===== src/rtl/div_seq_pkg.sv =====
// Shared constants for the sequential RV32M divider: opcode/func fields,
// divide func3 codes, FSM state encoding and a small sign helper.
package div_seq_pkg;

    localparam logic [6:0] INST_TYPE_R_M = 7'b0110011;
    localparam logic [6:0] INST_M_FUNC7  = 7'b0000001;

    localparam logic [2:0] INST_DIV  = 3'b100;
    localparam logic [2:0] INST_DIVU = 3'b101;
    localparam logic [2:0] INST_REM  = 3'b110;
    localparam logic [2:0] INST_REMU = 3'b111;

    localparam int unsigned DIV_BITS = 32;

    typedef enum logic [1:0] {
        IDLE = 2'd0,
        CALC = 2'd1,
        DONE = 2'd2
    } state_t;

    // Two's-complement negate when neg is set; used for both magnitude and sign fix-up.
    function automatic logic [31:0] neg_if(input logic neg, input logic [31:0] v);
        return neg ? (~v + 32'd1) : v;
    endfunction

endpackage


===== src/rtl/div_step.sv =====
// One restoring-division iteration: shift in the next dividend bit, trial
// subtract the divisor, keep the difference only when it does not underflow.
module div_step (
    input  logic [32:0] rem_i,
    input  logic        bit_i,
    input  logic [31:0] divisor_i,
    output logic [32:0] rem_o,
    output logic        quo_bit_o
);

    logic [33:0] shifted_w;
    logic [32:0] trial_w;

    // The compare uses the full 34-bit shifted value; the difference itself
    // always fits in 33 bits because it is smaller than the divisor.
    assign shifted_w = {rem_i, bit_i};
    assign quo_bit_o = (shifted_w >= {2'b00, divisor_i});
    assign trial_w   = shifted_w[32:0] - {1'b0, divisor_i};
    assign rem_o     = quo_bit_o ? trial_w : shifted_w[32:0];

endmodule


===== src/rtl/div_seq.sv =====
// Sequential RV32M divider: DIV/DIVU/REM/REMU in 33 cycles, divide-by-zero
// in 1 cycle; stalls the pipeline while computing and is abortable by flush.
module div_seq (
    input  logic        clk,
    input  logic        rst_n,
    input  logic        start_i,
    input  logic [2:0]  func3_i,
    input  logic [31:0] dividend_i,
    input  logic [31:0] divisor_i,
    input  logic [4:0]  rd_addr_i,
    input  logic        flush_i,
    output logic        hold_flag_o,
    output logic        busy_o,
    output logic        rd_wen_o,
    output logic [4:0]  rd_addr_o,
    output logic [31:0] rd_data_o
);

    import div_seq_pkg::*;

    state_t      state_q;
    logic [4:0]  cnt_q;
    logic [31:0] dvd_q;      // dividend magnitude, shifts left as quotient bits fill in
    logic [31:0] dvs_q;
    logic [32:0] rem_q;
    logic [31:0] result_q;
    logic [4:0]  rd_addr_q;
    logic        rem_sel_q;
    logic        quo_neg_q;
    logic        rem_neg_q;

    logic        accept_w;
    logic        signed_op_w;
    logic        dvd_neg_w;
    logic        dvs_neg_w;
    logic [32:0] step_rem_w;
    logic        step_bit_w;
    logic        done_vis_w;

    assign accept_w    = (state_q == IDLE) && start_i && !flush_i && func3_i[2];
    assign signed_op_w = !func3_i[0];
    assign dvd_neg_w   = signed_op_w && dividend_i[31];
    assign dvs_neg_w   = signed_op_w && divisor_i[31];

    div_step u_div_step (
        .rem_i     (rem_q),
        .bit_i     (dvd_q[31]),
        .divisor_i (dvs_q),
        .rem_o     (step_rem_w),
        .quo_bit_o (step_bit_w)
    );

    // NOTE: state registers use non-blocking assignments so every register
    // samples pre-edge values, independent of statement order.
    always_ff @(posedge clk or negedge rst_n) begin
        if (!rst_n) begin
            state_q   <= IDLE;
            cnt_q     <= '0;
            dvd_q     <= '0;
            dvs_q     <= '0;
            rem_q     <= '0;
            result_q  <= '0;
            rd_addr_q <= '0;
            rem_sel_q <= 1'b0;
            quo_neg_q <= 1'b0;
            rem_neg_q <= 1'b0;
        end else begin
            case (state_q)
                IDLE: begin
                    if (accept_w) begin
                        cnt_q     <= '0;
                        rem_q     <= '0;
                        rd_addr_q <= rd_addr_i;
                        rem_sel_q <= func3_i[1];
                        quo_neg_q <= dvd_neg_w ^ dvs_neg_w;
                        rem_neg_q <= dvd_neg_w;
                        dvd_q     <= neg_if(dvd_neg_w, dividend_i);
                        dvs_q     <= neg_if(dvs_neg_w, divisor_i);
                        if (divisor_i == '0) begin
                            // Divide by zero skips the iterations; remainder is the raw dividend.
                            result_q <= func3_i[1] ? dividend_i : 32'hFFFF_FFFF;
                            state_q  <= DONE;
                        end else begin
                            state_q  <= CALC;
                        end
                    end
                end
                CALC: begin
                    if (flush_i) begin
                        state_q <= IDLE;
                        cnt_q   <= '0;
                    end else begin
                        dvd_q <= {dvd_q[30:0], step_bit_w};
                        rem_q <= step_rem_w;
                        cnt_q <= cnt_q + 5'd1;
                        if (cnt_q == 5'(DIV_BITS - 1)) begin
                            state_q  <= DONE;
                            cnt_q    <= '0;
                            result_q <= rem_sel_q ? neg_if(rem_neg_q, step_rem_w[31:0])
                                                  : neg_if(quo_neg_q, {dvd_q[30:0], step_bit_w});
                        end
                    end
                end
                DONE: begin
                    state_q <= IDLE;
                end
                default: begin
                    state_q <= IDLE;
                end
            endcase
        end
    end

    assign done_vis_w = (state_q == DONE) && !flush_i;

    // NOTE: every output gets a default first, so no path can infer a latch.
    always_comb begin
        rd_wen_o    = 1'b0;
        rd_addr_o   = '0;
        rd_data_o   = '0;
        busy_o      = (state_q != IDLE);
        // Gated by rst_n so a start held during reset cannot raise a stall.
        hold_flag_o = rst_n && (accept_w || (state_q == CALC));
        if (done_vis_w) begin
            rd_wen_o  = 1'b1;
            rd_addr_o = rd_addr_q;
            rd_data_o = result_q;
        end
    end

endmodule


===== config.mk =====
export PLATFORM = sky130hd
export DESIGN_NAME = div_seq
export DESIGN_NICKNAME = d
export VERILOG_FILES = /design/src/rtl/div_seq_pkg.sv /design/src/rtl/div_step.sv /design/src/rtl/div_seq.sv
export SDC_FILE = /design/constraint.sdc
export NUM_CORES = 1
export LEC_CHECK = 0
export BUFFER_PORTS_ARGS = -buffer_cell sky130_fd_sc_hd__buf_2
export CELL_PAD_IN_SITES_DETAIL_PLACEMENT = 0
export CELL_PAD_IN_SITES_GLOBAL_PLACEMENT = 1
export CORE_MARGIN = 2
export CORE_UTILIZATION = 40
export CTS_BUF_LIST = sky130_fd_sc_hd__clkbuf_4 sky130_fd_sc_hd__clkbuf_8
export DETAILED_ROUTE_END_ITERATION = 7
export GPL_ROUTABILITY_DRIVEN = 0
export HOLD_SLACK_MARGIN = 0.05
export PLACE_DENSITY_LB_ADDON = 0.1
export SYNTH_ARGS = -nofsm -noshare
export SYNTH_HDL_FRONTEND = slang
export SYNTH_SLANG_ARGS = --single-unit

===== constraint.sdc =====
create_clock -name clk -period 10.4 [get_ports clk]
set_input_delay 1.56 -clock clk [delete_from_list [all_inputs] [get_ports clk]]
set_output_delay 1.56 -clock clk [all_outputs]
set_load 0.02 [all_outputs]

### After elaboration in Yosys (flattened, before gate mapping)

Cells that the tools add are included.

| word-level totals | value |
|---|---|
| register bits | 144 |
| input port bits | 76 |
| output and inout port bits | 40 |
| word-level logic and storage cells | 79 |

| cells by class | value |
|---|---|
| add/sub/neg operators | 6 |
| $lt $le $gt $ge | 1 |
| equality and inequality tests | 8 |
| multiplexer cells | 30 |
| bitwise logic cells | 5 |
| reduce and logical (&&, ||, !) cells | 19 |

Operators by type and width:

| operator | count |
|---|---|
| $mux W32 | 13 |
| $add A32 B1 Y32 const B | 4 |
| $not A32 Y32 | 4 |
| $pmux W32 S2 | 2 |
| $mux W33 | 3 |
| $pmux W33 S2 | 1 |
| $ge A34 B32 Y1 | 1 |
| $sub A33 B32 Y33 | 1 |
| $logic_not A32 Y1 | 1 |
| $mux W5 | 4 |
| $pmux W5 S2 | 1 |
| $mux W2 | 4 |
| $logic_and A1 B1 Y1 | 7 |
| $ne A2 B2 Y1 const B | 3 |
| $reduce_and A2 Y1 | 3 |
| $add A5 B1 Y5 const B | 1 |
| $eq A5 B5 Y1 const B | 1 |
| $reduce_and A5 Y1 | 1 |
| $pmux W2 S2 | 1 |
| $reduce_bool A2 Y1 | 2 |
| $ne A3 B3 Y1 const B | 1 |
| $reduce_and A3 Y1 | 1 |
| $eq A2 B1 Y1 const B | 1 |
| $eq A2 B2 Y1 const B | 1 |
| other kinds (6) | 7 |

### Logic depth before layout (Yosys ltp)

Gate-level depths: netlist of the first run.

| depth | value |
|---|---|
| word-level depth | 9 |
| mapped depth | 25 |
| gate-level depth less buffers | 21 |

### Cells and area by module

Synthesis of the first run repeated with hierarchy kept, for this count alone.

| second synthesis, totals | value |
|---|---|
| cell total of the unflattened synthesis | 1,480 |
| area, all modules | 11,546.1 µm² |

By module, submodules not included:

| module | instances | cells each | area an instance (µm²) | sequential area each (µm²) |
|---|---|---|---|---|
| div_seq | 1 | 1,134 | 9,355.2 | 3,603.5 |
| div_step | 1 | 346 | 2,190.9 | 0.0 |

### Worst setup path before layout of the first run

OpenSTA, ideal clock, no wires.

| path | value |
|---|---|
| path type | flip-flop to flip-flop |
| from | register dvd_q[31] |
| to | register result_q[30] |
| setup time | 0.134 ns |
| arrival time | 4.921 ns |
| required time | 10.266 ns |
| slack | 5.345 ns |
| cell stages (with the launch flop) | 25 |
| path buffers | 4 |
| period minus slack after synthesis | 5.055 ns |
| cells stage by stage | dfrtp_1 -> inv_1 -> ha_1 -> inv_1 -> fa_1 -> a21o_1 -> a221oi_4 -> o211a_4 -> a211oi_1 -> or3_1 -> buf_6 -> buf_6 -> buf_2 -> buf_1 -> o21ai_0 -> ha_1 -> o211ai_1 -> a211o_1 -> nor2_1 -> and4_1 -> nor4b_1 -> a31oi_1 -> nor4_1 -> mux2i_1 -> a21oi_1 |

| on the way | value |
|---|---|
| longest elaborated chain between the ends | 9 |
| elaborated cells between the ends (all ways) | 13 |
| those cells by class | 3 x add/sub; 1 x order compare; 7 x mux; 2 x bitwise |

Ends and longest elaborated chain:

| item | line | source |
|---|---|---|
| from (decl) | div_seq.sv:23 | `logic [31:0] dvd_q;` |
| from (signal assigned) | div_seq.sv:77 | `dvd_q <= neg_if(dvd_neg_w, dividend_i);` |
| from (signal assigned) | div_seq.sv:93 | `dvd_q <= {dvd_q[30:0], step_bit_w};` |
| $sub A33 B32 Y33 / $ge A34 B32 Y1 (equally long branches) | div_step.sv:18, div_step.sv:17 |  |
| $mux W33 | div_step.sv:19 | `assign rem_o = quo_bit_o ? trial_w : shifted_w[32:0];` |
| $not A32 Y32 | div_seq_pkg.sv:23 | `return neg ? (~v + 32'd1) : v;` |
| $add A32 B1 Y32 | div_seq_pkg.sv:23 |  |
| $mux W32 | div_seq_pkg.sv:23 |  |
| $mux W32 * | div_seq.sv:99 | `result_q <= rem_sel_q ? neg_if(rem_neg_q, step_rem_w[31:0])` |
| $mux W32 * | div_seq.sv:96 | `if (cnt_q == 5'(DIV_BITS - 1)) begin` |
| $mux W32 * | div_seq.sv:89 | `if (flush_i) begin` |
| $pmux W32 S2 * | div_seq.sv:68 | `case (state_q)` |
| to (signal assigned) | div_seq.sv:81 | `result_q <= func3_i[1] ? dividend_i : 32'hFFFF_FFFF;` |
| to (signal assigned) | div_seq.sv:99 |  |
| to (decl) | div_seq.sv:26 | `logic [31:0] result_q;` |

Every way passes the cells marked *; elsewhere a longest branch is shown, timed or not. The select of a mux whose other input is x is not followed.
A chain may end at the register's enable or synchronous reset.

### Worst setup path in the final report of the first run

Same ends and word-level chain as after synthesis.

==> results of run 1 <==
[report_power, final]
group	switching (mW)	internal [mW]
combinational	1.59	0.886
sequential	0.193	0.748
clock	0.260	0.179
total	2.05	1.81
[cells in the final DEF (no fill, tap or decap), types with 47 or more instances in the layout]
cell type	Yosys	layout
nand2_1	201	201
o21ai_0	196	196
dfrtp_1	144	144
buf_2	2	114
a21oi_1	107	107
nor2_1	109	107
xor2_1	71	71
inv_1	64	64
xnor2_1	63	63
nand3_1	47	47
[cell usage after synthesis, drive strengths merged, types with 19 or more instances]
cell type / instances / area share, %
a21oi: 107 / 4.5
and2: 44 / 2.3
clkbuf: 67 / 2.1
dfrtp: 144 / 31
ha: 38 / 4.0
inv: 64 / 2.0
mux2i: 24 / 2.1
nand2: 201 / 6.4
nand3: 47 / 2.0
nor2: 109 / 3.5
nor3: 25 / 1.1
nor4: 24 / 1.3
o211ai: 19 / 1.2
o21ai: 197 / 8.4
o31ai: 25 / 1.6
or3: 20 / 1.1
xnor2: 63 / 4.7
xor2: 71 / 5.3
[worst max-delay path, delay by kind of cell (launching register included)]
family,cells,cell delay (ns)
multiplexers,2,0.55
adder cells (fa/ha/maj),3,0.76
flip-flops,1,0.43
AND/OR/NAND/NOR,5,1.54
AO/OA/AOI/OAI,8,1.63
buffers and inverters,4,0.80
[cell type report]
type | count | area [um2] | area share [%]
well taps | 384 | 480.5 | 3.680
repair buffers | 131 | 701.9 | 5.376
multi-input cells | 1239 | 7647 | 58.57
inverters | 67 | 256.5 | 1.965
clock buffers | 18 | 247.7 | 1.897
flip-flops and latches | 144 | 3603 | 27.60
clock inverters | 14 | 118.9 | 0.9104
[layer usage]
layer	vias up	GRT usage (%)	wire length, um
li1	5649	-	-
met4	2	6.577	726
met5	-	0	13
met2	345	40.24	17680
met3	47	3.723	2126
met1	5486	37.75	19080
[per-stage QoR]
step                      hold slack [ns]  setup slack [ns]
after floorplan                    0.4374             5.345
after global placement             0.4511             4.741
after detailed placement           0.4620             4.545
after CTS                          0.4852             4.517
after global routing               0.5045             4.089
final                              0.4762             4.485
[final timing paths]
| kind | start | endpoint | cells after the start |
|---|---|---|---|
| min in group asynchronous | rst_n | cnt_q[3] | 1 |
| setup reg to reg | dvd_q[31] | result_q[30] | 22 |
| hold / removal | result_q[0] | result_q[0] | 2 |
| setup / recovery | dvd_q[31] | result_q[30] | 22 |
| max in group asynchronous | rst_n | result_q[15] | 3 |
| hold reg to reg | result_q[0] | result_q[0] | 2 |
[state kept, by name (all words and copies together) (netlist names)]
register,count
cnt_q,5
dvd_q,32
dvs_q,32
quo_neg_q,1
rd_addr_q,5
rem_neg_q,1
rem_q,33
rem_sel_q,1
result_q,32
state_q,2
[logic make-up (layout without fill, tap and decap cells)]
kind of cell	Yosys count	count (layout)	share of synthesized area, %
adder cells (fa/ha/maj)	39	39	4.197
flip-flops	144	144	30.52
AND/OR/NAND/NOR	555	555	22.77
AO/OA/AOI/OAI	480	480	24.90
multiplexers	31	31	2.734
XOR/XNOR	134	134	9.941
buffers and inverters	147	230	4.928
==> results.md, run 1 <==
Outcome:
- The flow ran to the end, and the final reports show no timing, DRC or antenna violations.

Route:
- After detailed routing, the number of vias per cell comes to 5.773.
- The number of DRC violations after detailed-routing iteration 0 is 1009.
- Dividing the detail-routed wire length by the instance count gives 19.84 um.
- The count of unresolved DRC violations after routing is 0.
- The pre-antenna-repair detailed-routing pass consisted of 5 iterations.
- The detailed-route wire length is 39620 um.
- Summing over every cut layer, the via total after detailed routing is 11530.
- In this run the remaining antenna-violating nets after routing total 0.

Yosys:
- Yosys mapped a number of flops with a built-in enable equal to 0.
- A synthesized cell averages 7.717 um2.
- In this run the cell area of the synthesized design comes to 11810 um2.
- The number of warnings reported in the yosys synthesis log is 0.
- In the synthesized netlist the dominant register cell turns out to be dfrtp_1.
- The fraction of the yosys area taken by sequential cells is 30.52%.
- After technology mapping, the gate count stands at 1530.
- The proportion of register bits with asynchronous set or reset after synthesis is 100.0%.
- The number of nets in the synthesized netlist is 1645.
- In this run, synthesis produced a sequential element count of 144.
- The distinct cell type count of the synthesized netlist is 72.

Global routing:
- Entering global routing, the biggest net connects 91 pins.
- The initial antenna violation count is 2.
- The first global-routing pass estimated 62250 um of wire.
- The number of global-route vias before repair is 10780.
- The total grt overflow is 0.
- Global routing consumed, over all layers together, 25.90% of the routing resources.

Clock tree:
- The tree is rooted in a clkbuf_8.
- The number of buffers inserted to repair setup after CTS is 0.
- CTS saw 144 sinks.
- The count of instances resized after the clock tree is built is 0.
- The clock insertion delay at the later pin of the skew report is 0.48 ns.
- TritonCTS built the clock tree.
- After clock tree synthesis, the clock-pin slew on the worst setup and hold paths is 0.09 ns.
- The number of H-tree levels is 4.
- Hold repair after CTS inserted 0 buffers.
- The clock buffer count from CTS is 17.
- The buffer levels on the longest clock path is 2.

Finish:
- At the end of the flow the core is filled with cells to 45.24%.
- The number of antenna repair diodes is 0.
- After filler insertion, the fill cell instance count of the layout stands at 3015.
- The final cell count without fillers is 1997.
- The number of nets at the end of the flow is 1715.
- The final instance area is 13060 um2.
- Relative to the synthesized area, the layout overhead comes to 10.59%.
- The fraction of layout cells with a size suffix above 1 is 11.78%.

Floorplan:
- In this run the vertical extent of the chip is 175.8 um.
- The die covers 30910 um2.
- After floorplanning, the core was divided into 62 placement rows.
- The starting density of the core is 40.91%.
- In this run the standard cell core region covers 28860 um2.
- The number of top-level pins is 116.
- In this run the horizontal extent of the chip is 175.8 um.

Job:
- The tool flagged a number of max-cap violations equal to 0.

Place:
- The number of placed instances, taps included is 1965.
- The count of buffers added on input and output ports is 115.
- Summing all placed instances gives a cell area of 12690 um2.
- The estimated wirelength of the detail-placed design is 29990 um.

STA:
- The actual transition at the worst max-transition pin is 1.058 ns.
- For this run, the top clock speed supported by timing is 169.1 MHz.
- Setup repair after global routing left no endpoint under its margin.
- Across the routed clock network, the largest skew measured is 0.02829 ns.
- The part of the cycle the worst path needs is 56.87%.
- The headroom to the max-slew limit is 29.36%.
- The final total negative setup slack is 0 ns.
- The number of endpoints failing setup at the final stage is 0.
- The max-slew violation count was 0.
- The number of endpoints with negative hold slack in the final report is 0.
- The routed design could run at a clock period as short as 5.915 ns.

Pwr:
- IR analysis of the VDD net gives a maximum drop of 142.7 uV.
- The total power is 3.861 mW.
- For this design the ratio of total power to cell area is 295.7 nW/um2.
- The static leakage is 5.659 nW.

Critical path:
- The endpoint class of the critical path is a flip-flop.
- The signal on the critical path passes through inv_1 > ha_1 > inv_1 > fa_1 > a21o_1 > a221oi_4 > o211a_4 > a211oi_1 > or3_2 > buf_4 > clkinv_4 > mux2i_1 > ha_1 > o211ai_1 > a211o_1 > nor2_1 > and4_1 > nor4b_1 > a31oi_1 > nor4_1 > mux2i_1 > a21oi_1.
- For the worst setup path, the data required time is 10.72 ns.
- STA classifies the critical path startpoint as a flip-flop.
- STA puts the critical path data arrival time at 6.24 ns.
- The largest fanout of any net on the critical path is 50.
- The worst setup path is of the reg2reg kind.
- The largest stage delay on the critical path is 0.45 ns.
- The highest-delay cell along the critical path is or3_2.
- The setup slack of the most critical reg-to-reg path is 4.49 ns.

Hold path:
- The path class of the tightest hold or removal check is reg2reg.
Power figures use the tool's default switching activity.
==> run 2: changes to the inputs <==
Clock period 10.4 ns to 5.69 ns, I/O delays scaled along.
==> run 2 against run 1 <==
Effect of this change: design area grew 1.4%; register-to-register slack got worse by 4.0 ns; setup slack worse by 4.0 ns; core utilization up 0.65 points; critical path type unchanged; critical endpoint is now result_q[26]; fmax grew 14%.
==> results.md, run 2 (same netlist as run 1, synthesis figures left out) <==
Outcome:
- The run finished with clean final reports.

Critical path:
- The endpoint class of the critical path is a flip-flop.
- The worst setup path is of the reg2reg kind.
- The kind of start point of the critical path is a flip-flop.
- The arrival time reported for the critical path endpoint is 5.55 ns (-0.69 ns).
- The required time at the worst-slack endpoint is 6.04 ns (-4.68 ns).
- The reg-to-reg startpoint is dvd_q[31].
- The largest fanout of any net on the critical path is 6 (-88%).
- The critical path starts at dvd_q[31].

Finish:
- Leaving out fill and tap cells, the most frequent cell in the layout is nand2_1.
- The register name with the most flops is rem_q.
- From synthesis to final layout, the design area changed by 12.18%.
- The number of nets at the end of the flow was 1724 (+0.52%).
- The top cell types in the final layout, fill and taps aside, are nand2_1 (201), o21ai_0 (196), dfrtp_1 (144).
- The fraction of layout cells with a size suffix above 1 is 12.39% (+0.61 points).
- The final cell count without fillers is 2007 (+0.50%).
- The number of flip-flops under the largest register name is 33 (unchanged).

Pwr:
- The static leakage is 5.763 nW (+1.8%).
- The part of the power in combinational logic is 62.2% (-2.1 points).
- The net switching fraction of the power is 50.88% (-2.2 points).
- The net load switching power is 3.751 mW (+83%).
- The worst-case vdd ir drop is 369.3 uV (+160%).
- The ratio of total power to cell area was 556.7 nW/um2 (+88%).
- The part of the power in the clock network is 13.8% (+2.4 points).
- The fraction of power consumed by sequential logic came to 24.1% (-0.3 points).
- The design internal power came to 3.622 mW (+100%).

Route:
- The detail-routed net length per standard cell is 19.73 um (-0.58%).
- The number of optimization iterations in the first detailed-route pass is 5 (unchanged).
- The number of DRC violations after detailed-routing iteration 0 came to 984 (-2.5%).
- The post-route antenna net violation count came to 0 (unchanged).
- The number of vias per cell after detailed routing came to 5.720 (-0.91%).
- The detailed-route wire length is 39590 um (about the same).
- The count of unresolved DRC violations after routing is 0 (unchanged).
- The detailed-route via count is 11480 (-0.42%).

Clock tree:
- The buffer levels on the longest clock path is 2 (unchanged).
- The count of instances resized after the clock tree is built came to 0 (unchanged).
- The clock buffer count from CTS is 17 (unchanged).
- The clock sink count is 144 (unchanged).
- The number of buffers inserted to repair setup after CTS was 0 (unchanged).
- The number of H-tree levels is 4 (unchanged).
- The clock insertion delay at the later pin of the skew report was 0.48 ns (about the same).
- The number of buffers inserted by hold repair at cts is 0 (unchanged).
- The CTS tree is built.
- The clock transition at the registers of the reported paths was 0.09 ns (about the same).
- CTS placed an instance of clkbuf_8 at the clock tree root.

Place:
- The number of placed instances, taps included was 1974 (+0.46%).
- The estimated wirelength of the detail-placed design is 30200 um (+0.68%).
- The number of input and output port buffers inserted is 115 (unchanged).

STA:
- The actual transition at the worst max-transition pin is 1.025 ns (-0.03303 ns).
- The part of the cycle the worst path needs was 91.34% (+34 points).
- The worst clock skew on the final layout came to 0.01778 ns (-0.01051 ns).
- The number of endpoints with negative hold slack in the final report was 0 (unchanged).
- The headroom to the max-slew limit was 31.23% (+1.9 points).
- The final total negative setup slack came to 0 ns (unchanged).
- The number of endpoints failing setup at the final stage was 0 (unchanged).
- The max-slew violation count is 0 (unchanged).
- The fmax is 192.4 MHz (+14%).
- The minimum clock period was 5.197 ns (-0.7172 ns).
- Setup repair after global routing left no endpoint under its margin.

Global routing:
- The largest net degree at the start of global routing is 91 (unchanged).
- The global-route wire length before repair is 62910 um (+1.1%).
- The fraction of met1 tracks used by global routing came to 37.49% (-0.26 points).
- The met2 usage in global routing was 40.91% (+0.67 points).
- The initial antenna violation count is 3 (+1).
- The number of global-route vias before repair was 10990 (+2.0%).
- The aggregate global-route resource usage is 26.19% (+0.29 points).
- The total grt overflow was 0 (unchanged).
- The global routing's busiest layer is met2.
- The global routing met3 resource utilization was 4.545% (+0.82 points).

Floorplan:
- The core region area is 28860 um2 (unchanged).
- The number of top-level pins is 116 (unchanged).
- The number of core rows is 62 (unchanged).
- The overall die width is 175.8 um (unchanged).
- The floorplan die area is 30910 um2 (unchanged).
- The starting density of the core was 40.91% (unchanged).
- The height of the chip came to 175.8 um (unchanged).

Hold path:
- The worst min-delay path category is in2async.

Job:
- The max-capacitance violation count was 0 (unchanged).
run 2: cell count changes in the layout (fill, tap and decap cells not counted), sizes merged:
cell and change:
bufinv +6, diode +1, clkbuf -1, clkinvlp -2
buf +9, inv -6, clkinv +3
run 2: power groups by stage:
stage / clock [mW] / combinational [mW] / sequential (mW)
CTS: 1.03 / 4.55 / 1.77
floorplan: 0 / 3.33 / 1.61
finish: 1.02 / 4.58 / 1.77
global route: 1.08 / 5.08 / 1.83
detailed placement: 0 / 4.53 / 1.79
global placement: 0 / 4.53 / 1.78
run 2: stage by stage:
step / util, % / hold slack (ns) / worst slack [ns] / cell area [um2] / power (mW)
final: 45.89 / 0.3231 / 0.4925 / 13240 / 7.373
after global routing: 45.89 / 0.3383 / 0.07982 / 13240 / 7.989
after CTS: 45.84 / 0.3356 / 0.3722 / 13230 / 7.358
after detailed placement: 44.21 / 0.4603 / 0.4008 / 12760 / 6.321
after global placement: 44.21 / 0.4505 / 0.6103 / 12760 / 6.309
after floorplan: - / 0.4374 / 0.6355 / 11810 / 4.939
run 2: worst paths after layout:
check	end	slack, ns	depth (start not counted)
max in group asynchronous	dvd_q[24]	4.29	2
min in group clk	result_q[0]	0.47	2
worst min register to register	result_q[0]	0.47	2
worst max register to register	result_q[26]	0.49	21
worst max-delay path	result_q[26]	0.49	21
worst min-delay path	dvs_q[20]	0.32	1
run 2: layout make-up:
class / instances / area, um2
antenna: 1 / 2.502
clock buffer: 17 / 234.0
clock inverter: 15 / 237.7
fill: 3042 / 15610
inverter: 67 / 256.5
multi-input combinational: 1239 / 7660
sequential: 144 / 3603
tap: 384 / 480.5
timing repair buffer: 140 / 769.5
run 2: critical path: stages, from the launching register on:
cell	delay, ns
dfrtp_1	0.43
inv_1	0.08
ha_1	0.15
inv_1	0.05
fa_1	0.40
a21o_1	0.24
a221oi_4	0.38
o211a_4	0.25
a211oi_1	0.07
or3_2	0.57
clkinv_4	0.09
mux2i_1	0.25
ha_1	0.23
o211ai_1	0.10
a211o_1	0.31
nor2_1	0.27
and4_1	0.26
nor4b_2	0.22
a31oi_1	0.20
o31ai_1	0.29
xnor2_1	0.15
o211ai_1	0.09
run 2: metal layers:
layer | vias up | wire length, um
met5 | - | 9
met3 | 49 | 1906
li1 | 5648 | -
met2 | 276 | 17590
met4 | 2 | 875
met1 | 5506 | 19210
